===== config.mk =====
export PLATFORM = sky130hd
export DESIGN_NAME = alu_op_sequencer
export DESIGN_NICKNAME = d
export VERILOG_FILES = /design/src/rtl/alu_op_sequencer.sv
export SDC_FILE = /design/constraint.sdc
export NUM_CORES = 1
export LEC_CHECK = 0
export CORE_MARGIN = 2
export CORE_UTILIZATION = 44
export DETAILED_ROUTE_END_ITERATION = 7
export GPL_ROUTABILITY_DRIVEN = 1
export PLACE_DENSITY = 0.84
export SYNTH_ARGS = -nofsm -noshare
export SYNTH_HDL_FRONTEND = slang
export SYNTH_SLANG_ARGS = --single-unit

===== constraint.sdc =====
create_clock -name clk -period 2.6 [get_ports clk]
set_input_delay 0.52 -clock clk [delete_from_list [all_inputs] [get_ports clk]]
set_output_delay 0.52 -clock clk [all_outputs]
set_load 0.02 [all_outputs]

===== src/rtl/alu_op_sequencer.sv =====
// -----------------------------------------------------------------------------
// alu_op_sequencer
//
// Sequential initiator for an external combinational N-bit ALU. It accepts one
// operation at a time and registers the operands onto the ALU inputs. After
// SETTLE cycles it captures the ALU outputs and offers them as a response.
// A chain bit lets an operation take the previous operation's carry/borrow
// as its CB_in, so multi-word add/subtract can be built from N-bit pieces.
//
// Handshakes: a transfer happens on a rising clk edge where valid and ready
// are both high. The producer holds its payload stable while valid is high
// and ready is low. The consumer may change ready at any time.
//
// Parameters:
//   N       operand/result width (N >= 1)
//   SETTLE  cycles from driving ALU inputs to sampling ALU outputs (>= 1)
//   CNT_W   width of the completed-operation counter
//
// Ports:
//   clk, rst                      rising-edge clock, async active-high reset
//   cmd_valid / cmd_ready         command handshake
//   cmd_mode, cmd_a, cmd_b        command payload (mode encoding is the ALU's)
//   cmd_cb_in, cmd_chain          CB_in source: cmd_cb_in, or stored carry
//   alu_mode, alu_a, alu_b,
//   alu_cb_in                     registered drive into the ALU
//   alu_result, alu_cb_out        ALU outputs, sampled at the end of settling
//   rsp_valid / rsp_ready         response handshake
//   rsp_result, rsp_cb            captured ALU outputs
//   busy                          high whenever not idle
//   op_count                      completed response handshakes, wraps
//   state_dbg                     current FSM state (0 idle, 1 settle, 2 hold)
// -----------------------------------------------------------------------------
module alu_op_sequencer #(
  parameter int N      = 4,
  parameter int SETTLE = 1,
  parameter int CNT_W  = 8
) (
  input  logic             clk,
  input  logic             rst,

  input  logic             cmd_valid,
  output logic             cmd_ready,
  input  logic [2:0]       cmd_mode,
  input  logic [N-1:0]     cmd_a,
  input  logic [N-1:0]     cmd_b,
  input  logic             cmd_cb_in,
  input  logic             cmd_chain,

  output logic [2:0]       alu_mode,
  output logic [N-1:0]     alu_a,
  output logic [N-1:0]     alu_b,
  output logic             alu_cb_in,
  input  logic [N-1:0]     alu_result,
  input  logic             alu_cb_out,

  output logic             rsp_valid,
  input  logic             rsp_ready,
  output logic [N-1:0]     rsp_result,
  output logic             rsp_cb,

  output logic             busy,
  output logic [CNT_W-1:0] op_count,
  output logic [1:0]       state_dbg
);

  // ---------------------------------------------------------------------------
  // State encoding
  // ---------------------------------------------------------------------------
  localparam logic [1:0] S_IDLE   = 2'd0;
  localparam logic [1:0] S_SETTLE = 2'd1;
  localparam logic [1:0] S_HOLD   = 2'd2;

  // Settle counter only has to hold SETTLE-1; keep at least one bit so the
  // SETTLE=1 build still has a legal vector.
  localparam int SC_W = (SETTLE > 1) ? $clog2(SETTLE) : 1;
  localparam logic [SC_W-1:0] SC_LOAD = SC_W'(SETTLE - 1);

  logic [1:0]      state;
  logic [SC_W-1:0] settle_cnt;
  logic            carry_reg;

  logic accept;
  logic capture;
  logic rsp_fire;

  // ---------------------------------------------------------------------------
  // Handshake qualifiers
  // ---------------------------------------------------------------------------
  assign cmd_ready = (state == S_IDLE);
  assign busy      = (state != S_IDLE);
  assign state_dbg = state;

  assign accept   = cmd_valid && cmd_ready;
  // The edge on which the counter reads zero is the last settle cycle.
  assign capture  = (state == S_SETTLE) && (settle_cnt == '0);
  // rsp_valid is only ever high in HOLD, so no separate state qualifier.
  assign rsp_fire = rsp_valid && rsp_ready;

  // ---------------------------------------------------------------------------
  // FSM
  // ---------------------------------------------------------------------------
  always_ff @(posedge clk or posedge rst) begin
    if (rst) begin
      state <= S_IDLE;
    end else begin
      case (state)
        S_IDLE: begin
          if (accept) state <= S_SETTLE;
        end
        S_SETTLE: begin
          if (capture) state <= S_HOLD;
        end
        S_HOLD: begin
          // Return to IDLE only; the next accept happens a cycle later, so
          // a command and a response never complete on the same edge.
          if (rsp_fire) state <= S_IDLE;
        end
        default: state <= S_IDLE;
      endcase
    end
  end

  // ---------------------------------------------------------------------------
  // Settle counter
  // ---------------------------------------------------------------------------
  always_ff @(posedge clk or posedge rst) begin
    if (rst) begin
      settle_cnt <= '0;
    end else if (accept) begin
      settle_cnt <= SC_LOAD;
    end else if ((state == S_SETTLE) && (settle_cnt != '0)) begin
      settle_cnt <= settle_cnt - SC_W'(1);
    end
  end

  // ---------------------------------------------------------------------------
  // ALU drive registers: loaded only on accept and held otherwise, so the ALU
  // inputs stay put through settling, holding and the following idle time.
  // ---------------------------------------------------------------------------
  always_ff @(posedge clk or posedge rst) begin
    if (rst) begin
      alu_mode  <= '0;
      alu_a     <= '0;
      alu_b     <= '0;
      alu_cb_in <= 1'b0;
    end else if (accept) begin
      alu_mode  <= cmd_mode;
      alu_a     <= cmd_a;
      alu_b     <= cmd_b;
      alu_cb_in <= cmd_chain ? carry_reg : cmd_cb_in;
    end
  end

  // ---------------------------------------------------------------------------
  // Carry kept for chaining. Every capture updates it, chained or not, so a
  // multi-word sequence starts with an unchained low word and chains above.
  // ---------------------------------------------------------------------------
  always_ff @(posedge clk or posedge rst) begin
    if (rst) begin
      carry_reg <= 1'b0;
    end else if (capture) begin
      carry_reg <= alu_cb_out;
    end
  end

  // ---------------------------------------------------------------------------
  // Response registers
  // ---------------------------------------------------------------------------
  always_ff @(posedge clk or posedge rst) begin
    if (rst) begin
      rsp_valid  <= 1'b0;
      rsp_result <= '0;
      rsp_cb     <= 1'b0;
    end else if (capture) begin
      rsp_valid  <= 1'b1;
      rsp_result <= alu_result;
      rsp_cb     <= alu_cb_out;
    end else if (rsp_fire) begin
      // Payload is left in place; only the valid flag drops.
      rsp_valid  <= 1'b0;
    end
  end

  // ---------------------------------------------------------------------------
  // Completed-operation counter (wraps naturally at 2^CNT_W)
  // ---------------------------------------------------------------------------
  always_ff @(posedge clk or posedge rst) begin
    if (rst) begin
      op_count <= '0;
    end else if (rsp_fire) begin
      op_count <= op_count + CNT_W'(1);
    end
  end

endmodule

Word level (Yosys, flattened, before mapping) --
Index checks and enable logic that the tools add are counted. W data, S select, Z words.
Storage, ports and cells: flip-flop bits (word level) 29, output and inout bits 30
Cells by class: add/sub/neg operators 2, equal/unequal tests 5, muxes and demuxes 9, bitwise operators 1, reduce and logical (&&, ||, !) cells 9
Operators with widths (number):
- $add A8 B1 Y8 const B | 1
- $mux W2 | 3
- $pmux W2 S3 | 1
- $reduce_bool A2 Y1 | 3
- $mux W1 | 5
- $logic_and A1 B1 Y1 | 4
- $ne A2 B2 Y1 const B | 2
- $reduce_and A3 Y1 | 1
- $eq A2 B1 Y1 const B | 1
- $eq A2 B2 Y1 const B | 1
- $logic_not A2 Y1 | 1
- $ne A2 B1 Y1 const B | 1
- $not A1 Y1 | 1
- $sub A1 B1 Y1 const B | 1

Logic depth before layout (Yosys ltp) --
Gate-level depths: netlist of run 1.
depth in word-level cells 4, depth in mapped cells 4, mapped depth without buffers 3

Worst setup path after synthesis of run 1 --
OpenSTA, ideal clock, no wires.
path kind register -> output, start reg state[1], in the netlist state_dbg[1], end out busy, data arrival time 1.114 ns, required time 2.080 ns, slack 0.966 ns, stages on the path, launching flop included 3, path buffers 0, cells stage by stage dfrtp_1 -> nor2_1 -> inv_1
Between the ends: longest elaborated chain between the ends 1
Ends and longest elaborated chain:
- from (decl) | RTL line 78 | logic [1:0] state;
- from (signal assigned) | RTL line 104 | state <= S_IDLE;
- from (signal assigned) | RTL line 108 | if (accept) state <= S_SETTLE;
- from (signal assigned) | RTL line 111 | if (capture) state <= S_HOLD;
- $reduce_bool A2 Y1 | RTL line 90 | assign busy = (state != S_IDLE);
- to (decl) | RTL line 61 | output logic busy,
No other way between the ends.

Worst setup path in the final report of run 1 --
Ends and elaborated chain as after synthesis.

==> results of run 1 <==
==> flip-flops by register name, indices dropped and copies added (netlist names) <==
name,count
alu_cb_in,1
alu_a,4
state_dbg,2
rsp_valid,1
alu_b,4
op_count,8
rsp_result,4
settle_cnt,1
alu_mode,3
rsp_cb,1
==> cells by family after synthesis <==
logic type | after synthesis | synth area share [%]
compound gates | 4 | 2.556
xor+xnor | 7 | 5.218
fa+ha+maj | 1 | 1.065
buf+inv | 5 | 2.236
flops | 29 | 61.77
mux | 19 | 18.00
simple gates | 16 | 9.159
==> area by class of cell <==
type                            count  area, um2  area share, %
Sequential cell                    29      725.7          40.22
Timing Repair Buffer               52      518.0          28.71
Multi-Input combinational cell     47      422.9          23.44
Clock buffer                        7      55.05          3.051
Tap cell                           30      37.54          2.080
Clock inverter                      1      30.03          1.664
Inverter                            4      15.01         0.8322
==> placed cells by master (no fill, tap or decap), drive strengths merged <==
master / instances
a21o: 1
a21oi: 1
a31o: 1
and3: 2
and4: 1
buf: 1
bufinv: 1
clkbuf: 7
clkdlybuf4s50: 51
dfrtp: 29
ha: 1
inv: 4
mux2: 17
mux2i: 2
nand2: 2
nand3: 2
nand4: 3
nor2: 4
nor3: 1
nor3b: 1
o21a: 1
xnor2: 7
==> metrics by stage <==
| step | total power [mW] | cells |
|---|---|---|
| 2_1_floorplan | 1.358 | 81 |
| 3_3_place_gp | 1.848 | 162 |
| 3_5_place_dp | 1.885 | 162 |
| 4_1_cts | 2.283 | 170 |
| 5_1_grt | 2.366 | 170 |
| 6_report | 2.250 | 170 |
==> worst paths after layout <==
check | start | end | slack, ps | cells past startpoint
worst max register to register | state_dbg[1]$_DFFE_PP0P_ | alu_mode[0]$_DFFE_PP0P_ | 980 | 2
min in group asynchronous | rst | state_dbg[0]$_DFFE_PP0P_ | 550 | 3
max in group asynchronous | rst | op_count[0]$_DFFE_PP0P_ | 1780 | 3
worst max-delay path | state_dbg[1]$_DFFE_PP0P_ | busy | 450 | 3
worst min-delay path | op_count[7]$_DFFE_PP0P_ | op_count[7]$_DFFE_PP0P_ | 480 | 1
worst min register to register | op_count[7]$_DFFE_PP0P_ | op_count[7]$_DFFE_PP0P_ | 480 | 1
==> power groups by stage <==
stage	clock network (mW)	registers (mW)	logic [mW]
after detailed placement	0	0.823	1.06
final	0.385	0.813	1.05
after global placement	0	0.811	1.04
after floorplan	0	1.04	0.322
after global routing	0.414	0.842	1.11
after CTS	0.397	0.818	1.07
==> synthesized netlist by cell type (all sizes together) <==
cell and number:
a31o 1, inv 4, and4 1, and3 2, nor3b 1, nand3 2
buf 1, nand4 3, ha 1, a21oi 1, nand2 2, o21a 1
mux2i 2, nor3 1, nor2 4, dfrtp 29, xnor2 7, mux2 17
a21o 1
==> routing by layer <==
layer  GRT usage, %  up-vias
met5              0        -
met4          4.181        0
met3          9.302        4
met2          27.72       36
met1          17.25      410
li1               -      398
==> results.md, run 1 <==
- Post-synth top area share: 61.77%
- IO Count: 52
- Cell area after synthesis: 1175 um2
- Wire per inst: 14.06 um
- Required time of the worst setup path: 2080 ps
- Global-route wire length before repair: 3.891 mm
- CP bufs+invs: 2
- Post-DP Area: 1719 um2
- Lkg Pwr: 0.7666 nW
- Routed wl met3: 224 um
- P_int: 1.448 mW
- Root Driver: clkbuf_4
- Initial Utilization: 47.00%
- Max Freq: 0.4649 GHz
- Headroom to the max-slew limit: 59.18%
- Worst Path Max Fanout: 7
- Synth area leader: dfrtp_1
- Mean Syn Cell Area: 14.50 um2
- CTS H-Tree Depth: 2
- Worst setup margin: 448.8 ps
- Clock transition at path regs: 90 ps
- Synth area leaders: dfrtp_1, mux2_2, xnor2_1, mux2i_1, nand4_1
- Cts repair resizes: 0
- CP cell instances: nor2_1, inv_1, clkdlybuf4s50_1
- Synth warn: 0
- Max Root-Sink Buffers: 2
- Total Routing Usage GR: 16.27%
- Min Hold Slack: 479.5 ps
- Vias: 848
- Vias in the first global route: 888
- DP HPWL: 1.733 mm
- Crit Path Class: reg -> out
- Logic pwr share: 46.8%
- Minimum clock period: 2151 ps
- TritonCTS clock tree: built
- Status: completed
- NetSw: 0.8026 mW
- Max-cap violations: 0
- Worst slack at placement: 474.8 ps
- Clock network power share: 17.1%
- Cell Rows: 18
- Worst Clk Skew: 5.291 ps
- GP Congestion: 0.7106
- Diode count: 0
- Met1 wire length: 950 um
- Period utilization: 82.74%
- Port bufs: 51
- ANT nets after route: 0
- Setup TNS: 0 ps
- Worst Setup Start Kind: flop
- Final WL: 2.390 mm
- Fill cells: 196
- CTS Sinks: 29
- Clk_lat worst skew: 320 ps
- Endpoints failing hold: 0
- Core area: 2500 um2
- Cell count after synthesis: 81
- Flop pwr share: 36.1%
- Synth Net Count: 104
- Worst-Margin Slew: 611.6 ps
- Final Setup Violations: 0
- Starting DRT DRC Count: 7
- Fin. max-slew vios: 0
- Final core utilization: 72.17%
- VDD IR max: 0.0009093 V
- DR vias/cell: 4.988
- Layout area overhead: 53.57%
- Distinct cells, synth: 20
- Hold Crit Class: reg -> reg
- Crit path DAT: 1630 ps
- Sw Share: 35.66%
- Post-layout instance area: 1804 um2
- DRC errors left: 0
- Die ar.: 3100 um2
- Critical Path End Type: output pin
- Setup bufs post-CTS: 0
- Pwr/cell area: 1247 nW/um2
- Flops & latches, synth: 29
- CTS Buf Count: 5
- DR WL met2: 1.188 mm
- DR pass1 iterations: 4
- Grt total ovfl: 0
- Worst path max stage delay: 590 ps
- Chip height: 55.68 um
- Fraction of layout cells with a size suffix above 1: 21.43%
- RSZ-0062 raised after global routing: no
- Post-synthesis sequential area ratio: 61.77%
- Worst path slowest cell: clkdlybuf4s50_1
- Nets@finish: 162
- Cts hold-fix bufs: 0
- Antenna violations before repair: 0
- Largest net degree at the start of global routing: 30
- Die width: 55.68 um
- Uppermost layer routed: met4
- CP top delay family: buffers and inverters
(Power assumes the default switching activity.)
==> run 2: changes to the inputs <==
- CORE_UTILIZATION: 44 -> 37
- PLACE_DENSITY: 0.84 -> 0.75
- clock period: 2.6 -> 1.9 ns (I/O delays scaled with it)
==> results.md, run 2 (synthesis results as in run 1) <==
- Grt total ovfl: 0
- CTS Buf Count: 5
- Worst Path Max Fanout: 6
- Fraction of layout cells with a size suffix above 1: 23.78%
- Critical Path End Type: output pin
- Initial Utilization: 38.80%
- Most flops, register: op_count
- Post-placement cell count: 179
- CTS H-Tree Depth: 2
- Reg-to-Reg Start: state_dbg[1]$_DFFE_PP0P_
- Chip height: 60.35 um
- Global-route wire length before repair: 3.691 mm
- Required time of the worst setup path: 1520 ps
- Fill cells: 249
- Vias: 849
- Diode count: 0
- Setup bufs post-CTS: 0
- CP bufs+invs: 1
- Nets@finish: 165
- Max Root-Sink Buffers: 2
- Root Driver: clkbuf_4
- Setup TNS: 0 ps
- Port bufs: 51
- Headroom to the max-slew limit: 75.59%
- Crit Path Class: reg -> out
- Final core utilization: 61.28%
- Fin. max-slew vios: 0
- Clock transition at path regs: 90 ps
- Hold Crit Class: in -> async
- Starting DRT DRC Count: 10
- TritonCTS clock tree: built
- Vias in the first global route: 819
- Commonest non-fill, non-tap cell in the layout: clkdlybuf4s50_1
- GP Congestion: 0.7114
- Lkg Pwr: 0.7868 nW
- Largest net degree at the start of global routing: 30
- Max Freq: 0.5549 GHz
- DP HPWL: 1.800 mm
- Worst path slowest cell: clkdlybuf4s50_1
- IO Count: 52
- DRC errors left: 0
- Reg-to-Reg End: alu_b[3]$_DFFE_PP0P_
- Worst path max stage delay: 650 ps
- RSZ-0062 raised after global routing: no
- Die ar.: 3642 um2
- Die width: 60.35 um
- CTS Sinks: 29
- Clk_lat worst skew: 320 ps
- CP top delay family: buffers and inverters
- Worst Clk Skew: 2.574 ps
- R2r setup slk: 460 ps
- CP cell instances: clkdlybuf4s50_1
- Worst Setup Start Kind: flop
- Total Routing Usage GR: 14.45%
- R2R cell count: 4
- Final WL: 2.386 mm
- Cell Rows: 20
- Period utilization: 94.84%
- Core area: 3028 um2
- Layout area overhead: 57.93%
- Commonest cells after routing, fill and taps aside: clkdlybuf4s50_1, dfrtp_1, mux2_2
- Minimum clock period: 1802 ps
- Max FFs per register: 8
- Cts hold-fix bufs: 0
- Wire per inst: 12.76 um
- Endpoints failing hold: 0
- VDD IR max: 0.0008873 V
- Min Hold Slack: 426.6 ps
- Max-cap violations: 0
- Non-Filler Instances: 187
- Pwr/cell area: 1666 nW/um2
- Worst-Margin Slew: 364.9 ps
- ANT nets after route: 0
- Status: completed
- DR pass1 iterations: 4
- Antenna violations before repair: 0
- DR vias/cell: 4.540
- Final Setup Violations: 0
- Crit path DAT: 1420 ps
[run 2: cell count changes in the layout (fill, tap and decap cells not counted), sizes merged]
cell           previous run  this run
buf                       1         4
clkdlybuf4s50            51        49
dlygate4sd2               0         2
[run 2: repair_timing]
| action | in CTS | in global routing |
|---|---|---|
| setup endpoints to repair | 2 | 0 |
| endpoints found under the hold margin | 0 | 0 |
| resized for setup | 3 | 0 |
[run 2: cell type report]
cell class	instances	area [um2]	area share [%]
multi-input combinational	47	422.9	22.79
timing repair buffer	55	550.5	29.67
sequential	29	726.9	39.18
clock buffer	7	55.05	2.967
clock inverter	1	30.03	1.618
tap	44	55.05	2.967
inverter	4	15.01	0.8092
[run 2: worst max path at each step]
stage / from / to / depth (start not counted) / slack (ps)
final: op_count[0]$_DFFE_PP0P_ / op_count[0] / 1 / 100
after global placement: cmd_valid / alu_b[0]$_DFFE_PP0P_ / 4 / 160
after global routing: op_count[0]$_DFFE_PP0P_ / op_count[0] / 1 / 20
after CTS: op_count[0]$_DFFE_PP0P_ / op_count[0] / 1 / 80
after detailed placement: cmd_valid / alu_b[3]$_DFFE_PP0P_ / 4 / 130
after floorplan: state_dbg[1]$_DFFE_PP0P_ / busy / 2 / 410
[run 2: metal layers]
| metal | global-route usage, % | up-vias | wire length (um) |
|---|---|---|---|
| met5 | 0 | - | 0 |
| met4 | 8.571 | 0 | 51 |
| met3 | 4.691 | 7 | 231 |
| met2 | 22.52 | 45 | 1104 |
| met1 | 17.51 | 388 | 998 |
| li1 | - | 409 | - |
[run 2: metrics by stage]
stage	power, mW	cell area, um2	setup WS (ps)
after floorplan	1.859	1175	406.5
after global placement	2.579	1772	164.7
after detailed placement	2.623	1772	126.6
after CTS	3.143	1856	76.49
after global routing	3.288	1856	18.34
final	3.091	1856	97.95
[run 2: worst min-delay path, stage by stage]
cell             delay (ps)
clkdlybuf4s50_1         400
inv_1                    50
buf_4                   330
[run 2: where the power goes]
group          internal (mW)  switching, mW  leakage [nW]
sequential             0.883          0.199         0.353
clock                  0.314          0.204        0.0455
combinational          0.814          0.679         0.388
total                   2.01           1.08         0.787
==> run 3: changes to the inputs <==
- HOLD_SLACK_MARGIN: not set -> 0.03
==> results of run 3 <==
Final layout, timing and power as in run 2 (identical DEF).
